**src/rtl/jt12_sh_ring_if.sv**
```systemverilog
// Slot-bus bundle for jt12_sh_ring: per-slot write controls in, ring taps and slot timing out.
interface jt12_sh_ring_if #(
    parameter int unsigned WIDTH = 5,
    parameter int unsigned SW    = 5
);
    logic             clk_en;
    logic [WIDTH-1:0] din;
    logic             we;
    logic             clr;
    logic [WIDTH-1:0] dout;
    logic [WIDTH-1:0] tap;
    logic [SW-1:0]    slot;
    logic             first;
    logic             last;

    modport master (
        output clk_en, din, we, clr,
        input  dout, tap, slot, first, last
    );

    modport slave (
        input  clk_en, din, we, clr,
        output dout, tap, slot, first, last
    );
endinterface

```
**src/rtl/jt12_sh_ring.sv**
```systemverilog
// Clock-enabled per-slot shift ring with load/recirculate/clear on stage 1,
// a mid-chain tap and a free-running slot counter with cycle-boundary flags.
module jt12_sh_ring #(
    parameter int unsigned     WIDTH  = 5,
    parameter int unsigned     STAGES = 24,
    parameter int unsigned     TAP    = 12,
    parameter logic [WIDTH-1:0] RSTVAL = '0,
    parameter int unsigned     SW     = $clog2(STAGES)
) (
    input  logic           clk,
    input  logic           rst_n,
    jt12_sh_ring_if.slave  bus
);

    logic [WIDTH-1:0] stage_q [1:STAGES];
    logic [WIDTH-1:0] stage_d [1:STAGES];
    logic [SW-1:0]    slot_q;
    logic [SW-1:0]    slot_d;

    // Next ring contents: clr beats we, otherwise the last stage wraps around.
    always_comb begin
        stage_d = stage_q;
        if (bus.clr) begin
            stage_d[1] = RSTVAL;
        end else if (bus.we) begin
            stage_d[1] = bus.din;
        end else begin
            stage_d[1] = stage_q[STAGES];
        end
        for (int unsigned i = 2; i <= STAGES; i++) begin
            stage_d[i] = stage_q[i-1];
        end
    end

    // Explicit wrap so non-power-of-two depths keep slot alignment.
    always_comb begin
        slot_d = slot_q + SW'(1);
        if (slot_q == SW'(STAGES - 1)) begin
            slot_d = '0;
        end
    end

    always_ff @(posedge clk) begin
        if (!rst_n) begin
            for (int unsigned i = 1; i <= STAGES; i++) begin
                stage_q[i] <= RSTVAL;
            end
            slot_q <= '0;
        end else if (bus.clk_en) begin
            stage_q <= stage_d;
            slot_q  <= slot_d;
        end
    end

    assign bus.dout  = stage_q[STAGES];
    assign bus.tap   = stage_q[TAP];
    assign bus.slot  = slot_q;
    assign bus.first = (slot_q == '0);
    assign bus.last  = (slot_q == SW'(STAGES - 1));

endmodule

```
**src/flat_wrapper.sv**
```systemverilog
// flat-port wrapper written by rule: the top's interface ports become plain ports
module jt12_sh_ring_flat 
#(
    parameter int unsigned     WIDTH  = 5,
    parameter int unsigned     STAGES = 24,
    parameter int unsigned     TAP    = 12,
    parameter logic [WIDTH-1:0] RSTVAL = '0,
    parameter int unsigned     SW     = $clog2(STAGES)
)
  (clk, rst_n, bus_clk_en, bus_din, bus_we, bus_clr, bus_dout, bus_tap, bus_slot, bus_first, bus_last);
  jt12_sh_ring_if #(.WIDTH(WIDTH), .SW(SW)) bus_i ();
  input  logic clk;
  input  logic rst_n;
  input wire logic [$bits(bus_i.clk_en)-1:0] bus_clk_en;
  input wire logic [$bits(bus_i.din)-1:0] bus_din;
  input wire logic [$bits(bus_i.we)-1:0] bus_we;
  input wire logic [$bits(bus_i.clr)-1:0] bus_clr;
  output wire logic [$bits(bus_i.dout)-1:0] bus_dout;
  output wire logic [$bits(bus_i.tap)-1:0] bus_tap;
  output wire logic [$bits(bus_i.slot)-1:0] bus_slot;
  output wire logic [$bits(bus_i.first)-1:0] bus_first;
  output wire logic [$bits(bus_i.last)-1:0] bus_last;
  assign bus_i.clk_en = bus_clk_en;
  assign bus_i.din = bus_din;
  assign bus_i.we = bus_we;
  assign bus_i.clr = bus_clr;
  assign bus_dout = bus_i.dout;
  assign bus_tap = bus_i.tap;
  assign bus_slot = bus_i.slot;
  assign bus_first = bus_i.first;
  assign bus_last = bus_i.last;
  jt12_sh_ring #(.WIDTH(WIDTH), .STAGES(STAGES), .TAP(TAP), .RSTVAL(RSTVAL), .SW(SW)) u_core (.clk(clk), .rst_n(rst_n), .bus(bus_i));
endmodule
```
**config.mk**
```make
export PLATFORM = sky130hd
export DESIGN_NAME = jt12_sh_ring_flat
export DESIGN_NICKNAME = d
export VERILOG_FILES = /design/src/rtl/jt12_sh_ring_if.sv /design/src/rtl/jt12_sh_ring.sv /design/src/flat_wrapper.sv
export SDC_FILE = /design/constraint.sdc
export NUM_CORES = 1
export LEC_CHECK = 0
export CAP_MARGIN = 20
export CORE_ASPECT_RATIO = 1.75
export CORE_MARGIN = 2
export CORE_UTILIZATION = 55
export DETAILED_ROUTE_END_ITERATION = 8
export PLACE_DENSITY = 0.74
export SYNTH_ARGS = -nofsm -noshare
export SYNTH_HDL_FRONTEND = slang
export SYNTH_SLANG_ARGS = --single-unit
```
**constraint.sdc**
```tcl
create_clock -name clk -period 2.95 [get_ports clk]
set_clock_uncertainty 0.05 [all_clocks]
set_input_delay 0.7375 -clock clk [delete_from_list [all_inputs] [get_ports clk]]
set_output_delay 0.7375 -clock clk [all_outputs]
set_load 0.05 [all_outputs]
```
-- Yosys cells after proc, flatten, opt, wreduce, memory -nomap -nowiden
Index checks and enable logic that the tools add are counted.
- logic and storage cells: 31
- output and inout bits: 17
- register bits: 125
- input port bits: 10
- reduce and logical (&&, ||, !) cells: 1
- muxes and demuxes: 3
- equal/unequal tests: 1
- add/sub/neg operators: 1
- operators by type and width (cell ; number):
    5-bit two-way mux ; 3
    5-bit by 1-bit adder with 5-bit output (second input constant) ; 1
    5-bit equality test (second input constant) ; 1
    5-bit logical NOT ; 1

-- Logic depth before layout (Yosys ltp)
- word-level depth: 2
- depth in mapped cells: 5
- mapped depth without buffers: 4

-- Worst setup path before layout
No wires, ideal clock.
- kind: reg2out
- from: register u_core.slot_q[0], in the netlist u_core.bus.slot[0]
- to: output bus_first
- stages on the path, launching flop included: 4
- required time: 2.162 ns
- data arrival time: 2.350 ns
- setup slack: -0.187 ns
- buffers on the path: 0
- cells stage by stage: dfxtp_1 > inv_1 > ha_1 > nor4b_1
- cells in the longest elaborated chain, start to end: 1
- ends and longest elaborated chain (item ; RTL line ; RTL):
    from (decl) ; jt12_sh_ring.sv:17 ; logic [SW-1:0] slot_q;
    from (signal assigned) ; jt12_sh_ring.sv:51 ; slot_q <= slot_d;
    5-bit logical NOT ; jt12_sh_ring.sv:58 ; assign bus.first = (slot_q == '0);
    to (decl) ; flat_wrapper.sv:21 ; output wire logic [$bits(bus_i.first)-1:0] bus_first;
No other way between the ends.

-- Final worst setup path
Same ends and word-level chain as after synthesis.

==> impl_metrics.prom <==
# TYPE chip_impl_metric gauge
chip_impl_metric{name="floorplan_core_area",unit="sq um"} 8670
chip_impl_info{name="leading_cell_types_in_the_layout_fill_and_taps_excluded",value="125 x sky130_fd_sc_hd__dfxtp_1, 122 x sky130_fd_sc_hd__mux2i_1, 118 x sky130_fd_sc_hd__nor2b_1"} 1
chip_impl_metric{name="grt_pass1_wl",unit="um"} 12900
chip_impl_info{name="endpoint_kind",value="primary output"} 1
chip_impl_metric{name="mappedNetlistArea",unit="sq um"} 4930
chip_impl_metric{name="p_seq_frac",unit=""} 0.440
chip_impl_metric{name="initial_utilization",unit=""} 0.569
chip_impl_metric{name="first_pass_iters",unit=""} 4
chip_impl_info{name="root_buffer",value="sky130_fd_sc_hd__clkbuf_16"} 1
chip_impl_metric{name="gp_congestion",unit=""} 0.666
chip_impl_metric{name="place.detailed.hpwl",unit="um"} 4750
chip_impl_metric{name="hold_depth",unit=""} 2
chip_impl_metric{name="drt.antenna.violating_nets",unit=""} 0
chip_impl_info{name="layout.cells.most_common",value="sky130_fd_sc_hd__dfxtp_1"} 1
chip_impl_metric{name="tritoncts.num_buffers",unit=""} 17
chip_impl_metric{name="avgViaCountPerCell",unit=""} 4.88
chip_impl_metric{name="irDropWorstVdd",unit="mV"} 0.479
chip_impl_metric{name="period_share",unit=""} 0.898
chip_impl_info{name="netlist_top_cells_area",value="sky130_fd_sc_hd__dfxtp_1 51%, sky130_fd_sc_hd__mux2i_1 25%, sky130_fd_sc_hd__nor2b_1 15%, sky130_fd_sc_hd__buf_8 2.7%, sky130_fd_sc_hd__buf_4 1.5%"} 1
chip_impl_info{name="min-delay-path-class",value="reg -> reg"} 1
chip_impl_info{name="hp-start",value="u_core.stage_d[67]$_SDFFE_PN0P_"} 1
chip_impl_metric{name="numClockSinks",unit=""} 125
chip_impl_info{name="cts_tree",value="built"} 1
chip_impl_metric{name="power.density",unit="nW/um^2"} 676
chip_impl_metric{name="ctsHtreeMaxLevel",unit=""} 4
chip_impl_metric{name="power_frac_clock",unit=""} 0.512
chip_impl_metric{name="slew_violations",unit=""} 0
chip_impl_metric{name="place.port_buffers",unit=""} 26
chip_impl_metric{name="setup_violations",unit=""} 0
chip_impl_metric{name="cp.arrival",unit="ns"} 1.86
chip_impl_metric{name="max_freq",unit="GHz"} 0.378
chip_impl_metric{name="netSwitchingFraction",unit=""} 0.204
chip_impl_metric{name="nets",unit=""} 458
chip_impl_metric{name="global_route.usage.total",unit=""} 0.176
chip_impl_info{name="rsz_0062_raised_after_global_routing",value="no"} 1
chip_impl_metric{name="internal_power_consumption",unit="mW"} 3.08
chip_impl_metric{name="power.combinational.fraction",unit=""} 0.048
chip_impl_metric{name="area_delta_synth_final",unit="%"} 16.2
chip_impl_metric{name="yosys_warning_count",unit=""} 0
chip_impl_metric{name="utilization",unit=""} 0.661
chip_impl_info{name="setup.worst_path.class",value="reg -> out"} 1
chip_impl_metric{name="via_count_of_the_first_global_routing_pass",unit=""} 2823
chip_impl_metric{name="floorplan_die_width",unit="um"} 75.6
chip_impl_info{name="worst_r2r_end",value="u_core.bus.slot[3]$_SDFFE_PN0P_"} 1
chip_impl_metric{name="totalWireLength",unit="um"} 7470
chip_impl_metric{name="num_antenna_cells",unit=""} 0
chip_impl_metric{name="ys_seq_elements",unit=""} 125
chip_impl_metric{name="fraction_of_final_layout_cells_with_drive_strength_greater_than_1",unit=""} 0.0852
chip_impl_metric{name="wl_per_cell",unit="um"} 13.0
chip_impl_metric{name="syn-num-nets",unit=""} 438
chip_impl_metric{name="setup_tns",unit="ns"} 0
chip_impl_metric{name="timing.reg2reg.setup_slack",unit="ns"} 1.70
chip_impl_metric{name="overflow",unit=""} 0
chip_impl_metric{name="dp.cells",unit=""} 544
chip_impl_metric{name="rows",unit=""} 45
chip_impl_metric{name="pin_count",unit=""} 27
chip_impl_metric{name="report.final.hold_viol_count",unit=""} 0
chip_impl_metric{name="synth_async_sr_flop_share",unit=""} 0
chip_impl_metric{name="p_leak",unit="nW"} 2.33
chip_impl_info{name="synth_top_area_cell",value="sky130_fd_sc_hd__dfxtp_1"} 1
chip_impl_metric{name="worstSkewPairLatency",unit="ns"} 0.41
chip_impl_metric{name="grt_antenna_before_repair",unit=""} 0
chip_impl_metric{name="detailedRoute.firstIterationViolations",unit=""} 94
chip_impl_metric{name="maxCapViolCount",unit=""} 0
chip_impl_metric{name="timing_worst_slew_pin_value",unit="ns"} 0.668
chip_impl_metric{name="cts.clk_slew.worst_paths",unit="ns"} 0.05
chip_impl_metric{name="worstRegToRegCells",unit=""} 4
chip_impl_metric{name="final.min_clock_period",unit="ns"} 2.65
chip_impl_metric{name="worst_ep_required_time",unit="ns"} 2.16
chip_impl_metric{name="synth_cell_type_count",unit=""} 22
chip_impl_metric{name="die-height",unit="um"} 129
chip_impl_metric{name="finalNonFillerCells",unit=""} 575
chip_impl_metric{name="clockBufferDepth",unit=""} 2
chip_impl_info{name="status",value="completed"} 1
chip_impl_metric{name="grt_start_max_net_pins",unit=""} 52
chip_impl_metric{name="synthesis.instances",unit=""} 426
chip_impl_metric{name="synth-edff-count",unit=""} 0
chip_impl_metric{name="synthesis.area_per_instance",unit="sq um"} 11.6
chip_impl_info{name="ys_dominant_reg_cell",value="sky130_fd_sc_hd__dfxtp_1"} 1
chip_impl_info{name="worstHoldEndpoint",value="u_core.stage_d[67]$_SDFFE_PN0P_"} 1
chip_impl_metric{name="relSlewSlack",unit=""} 0.555
chip_impl_metric{name="drt_drc_violations_left",unit=""} 0
chip_impl_metric{name="pre_cts_slack",unit="ns"} 0.437
chip_impl_metric{name="vias",unit=""} 2804
chip_impl_metric{name="setup_slack",unit="ns"} 0.302
chip_impl_metric{name="floorplan.die_area",unit="sq um"} 9770
chip_impl_metric{name="num-fill-cells",unit=""} 724
chip_impl_metric{name="cts_hold_repair.buffers",unit=""} 0
chip_impl_info{name="critical_path_start_type",value="flip-flop"} 1
chip_impl_metric{name="p_sw",unit="mW"} 0.789
chip_impl_metric{name="synth_sequential_area_ratio",unit=""} 0.507
chip_impl_info{name="regToRegStartpoint",value="u_core.bus.slot[0]$_SDFFE_PN0P_"} 1
chip_impl_metric{name="yosys.area.top_type_share",unit=""} 0.507
chip_impl_metric{name="critical_path.max_fanout",unit=""} 5
[synth_stat cells, types with 2 or more instances]
library cell                  n
sky130_fd_sc_hd__nor2b_1    118
sky130_fd_sc_hd__xnor2_1      2
sky130_fd_sc_hd__ha_1         2
sky130_fd_sc_hd__buf_4       10
sky130_fd_sc_hd__buf_2        2
sky130_fd_sc_hd__o2bb2ai_1    5
sky130_fd_sc_hd__buf_8        9
sky130_fd_sc_hd__inv_1        3
sky130_fd_sc_hd__dfxtp_1    125
sky130_fd_sc_hd__clkbuf_1    10
sky130_fd_sc_hd__and2_1       6
sky130_fd_sc_hd__clkbuf_2     2
sky130_fd_sc_hd__nor2_1       2
sky130_fd_sc_hd__mux2i_1    122
[power groups by stage]
stage	clock (mW)	combinational, mW	sequential, mW
floorplan	0	0.151	1.75
global placement	0	0.187	1.74
detailed placement	0	0.190	1.74
CTS	2.02	0.189	1.70
global route	2.09	0.200	1.70
finish	1.98	0.186	1.70
[registers in the layout (all words and copies together) (netlist names)]
register and count:
u_core.stage_d 110, u_core.bus.dout 5, u_core.bus.slot 5, u_core.bus.tap 5
[per-stage QoR]
step | hold WS [ns] | total power [mW] | instance area [sq um]
2_1_floorplan | 0.432 | 1.90 | 4940
3_3_place_gp | 0.441 | 1.92 | 5160
3_5_place_dp | 0.454 | 1.93 | 5160
4_1_cts | 0.467 | 3.91 | 5730
5_1_grt | 0.485 | 4.00 | 5730
6_report | 0.462 | 3.87 | 5730
[what timing repair did]
item,4_1_cts,5_1_grt
resized for setup,1,1
endpoints found under the setup margin,1,1
setup buffers,0,0
[layer usage]
layer | share of wire | GRT usage | vias to the layer above
li1 | - | - | 1441
met1 | 0.47 | 0.219 | 1312
met2 | 0.46 | 0.261 | 41
met3 | 0.049 | 0.0863 | 10
met4 | 0.014 | 0.0681 | 0
met5 | 0 | 0 | -
[worst max-delay path, cell delays in order, from the launching register on]
cell and delay [ns]:
sky130_fd_sc_hd__dfxtp_1 0.35, sky130_fd_sc_hd__inv_1 0.07, sky130_fd_sc_hd__ha_1 0.14, sky130_fd_sc_hd__nor4b_2 0.31, sky130_fd_sc_hd__dlygate4sd2_1 0.58
[how the worst max path moves through the flow]
stage,cells past startpoint,from,endpoint,slack [ns]
floorplan,3,u_core.bus.slot[0]$_SDFFE_PN0P_,bus_first,0.52
global placement,4,u_core.bus.slot[0]$_SDFFE_PN0P_,bus_first,0.44
detailed placement,4,u_core.bus.slot[0]$_SDFFE_PN0P_,bus_first,0.44
CTS,3,u_core.bus.slot[0]$_SDFFE_PN0P_,bus_last,0.05
global route,4,u_core.bus.slot[1]$_SDFFE_PN0P_,bus_first,0.21
finish,4,u_core.bus.slot[0]$_SDFFE_PN0P_,bus_first,0.30
[cell type report]
cell class              count  area [sq um]  share of cell area
clock buffers              24           482              0.0841
clock inverters             7          87.6              0.0153
inverters                   3          11.3             0.00197
multi-input cells         265          2160               0.376
flip-flops and latches    125          2500               0.437
well taps                 117           146              0.0256
repair buffers             34           343              0.0599
[cells by family after synthesis]
group,after synthesis,synth area share
compound gates,6,0.0109
simple gates,132,0.167
fa+ha+maj,2,0.00507
flops,125,0.507
xor+xnor,3,0.00533
buf+inv,36,0.0566
mux,122,0.248
(Power assumes the default switching activity.)
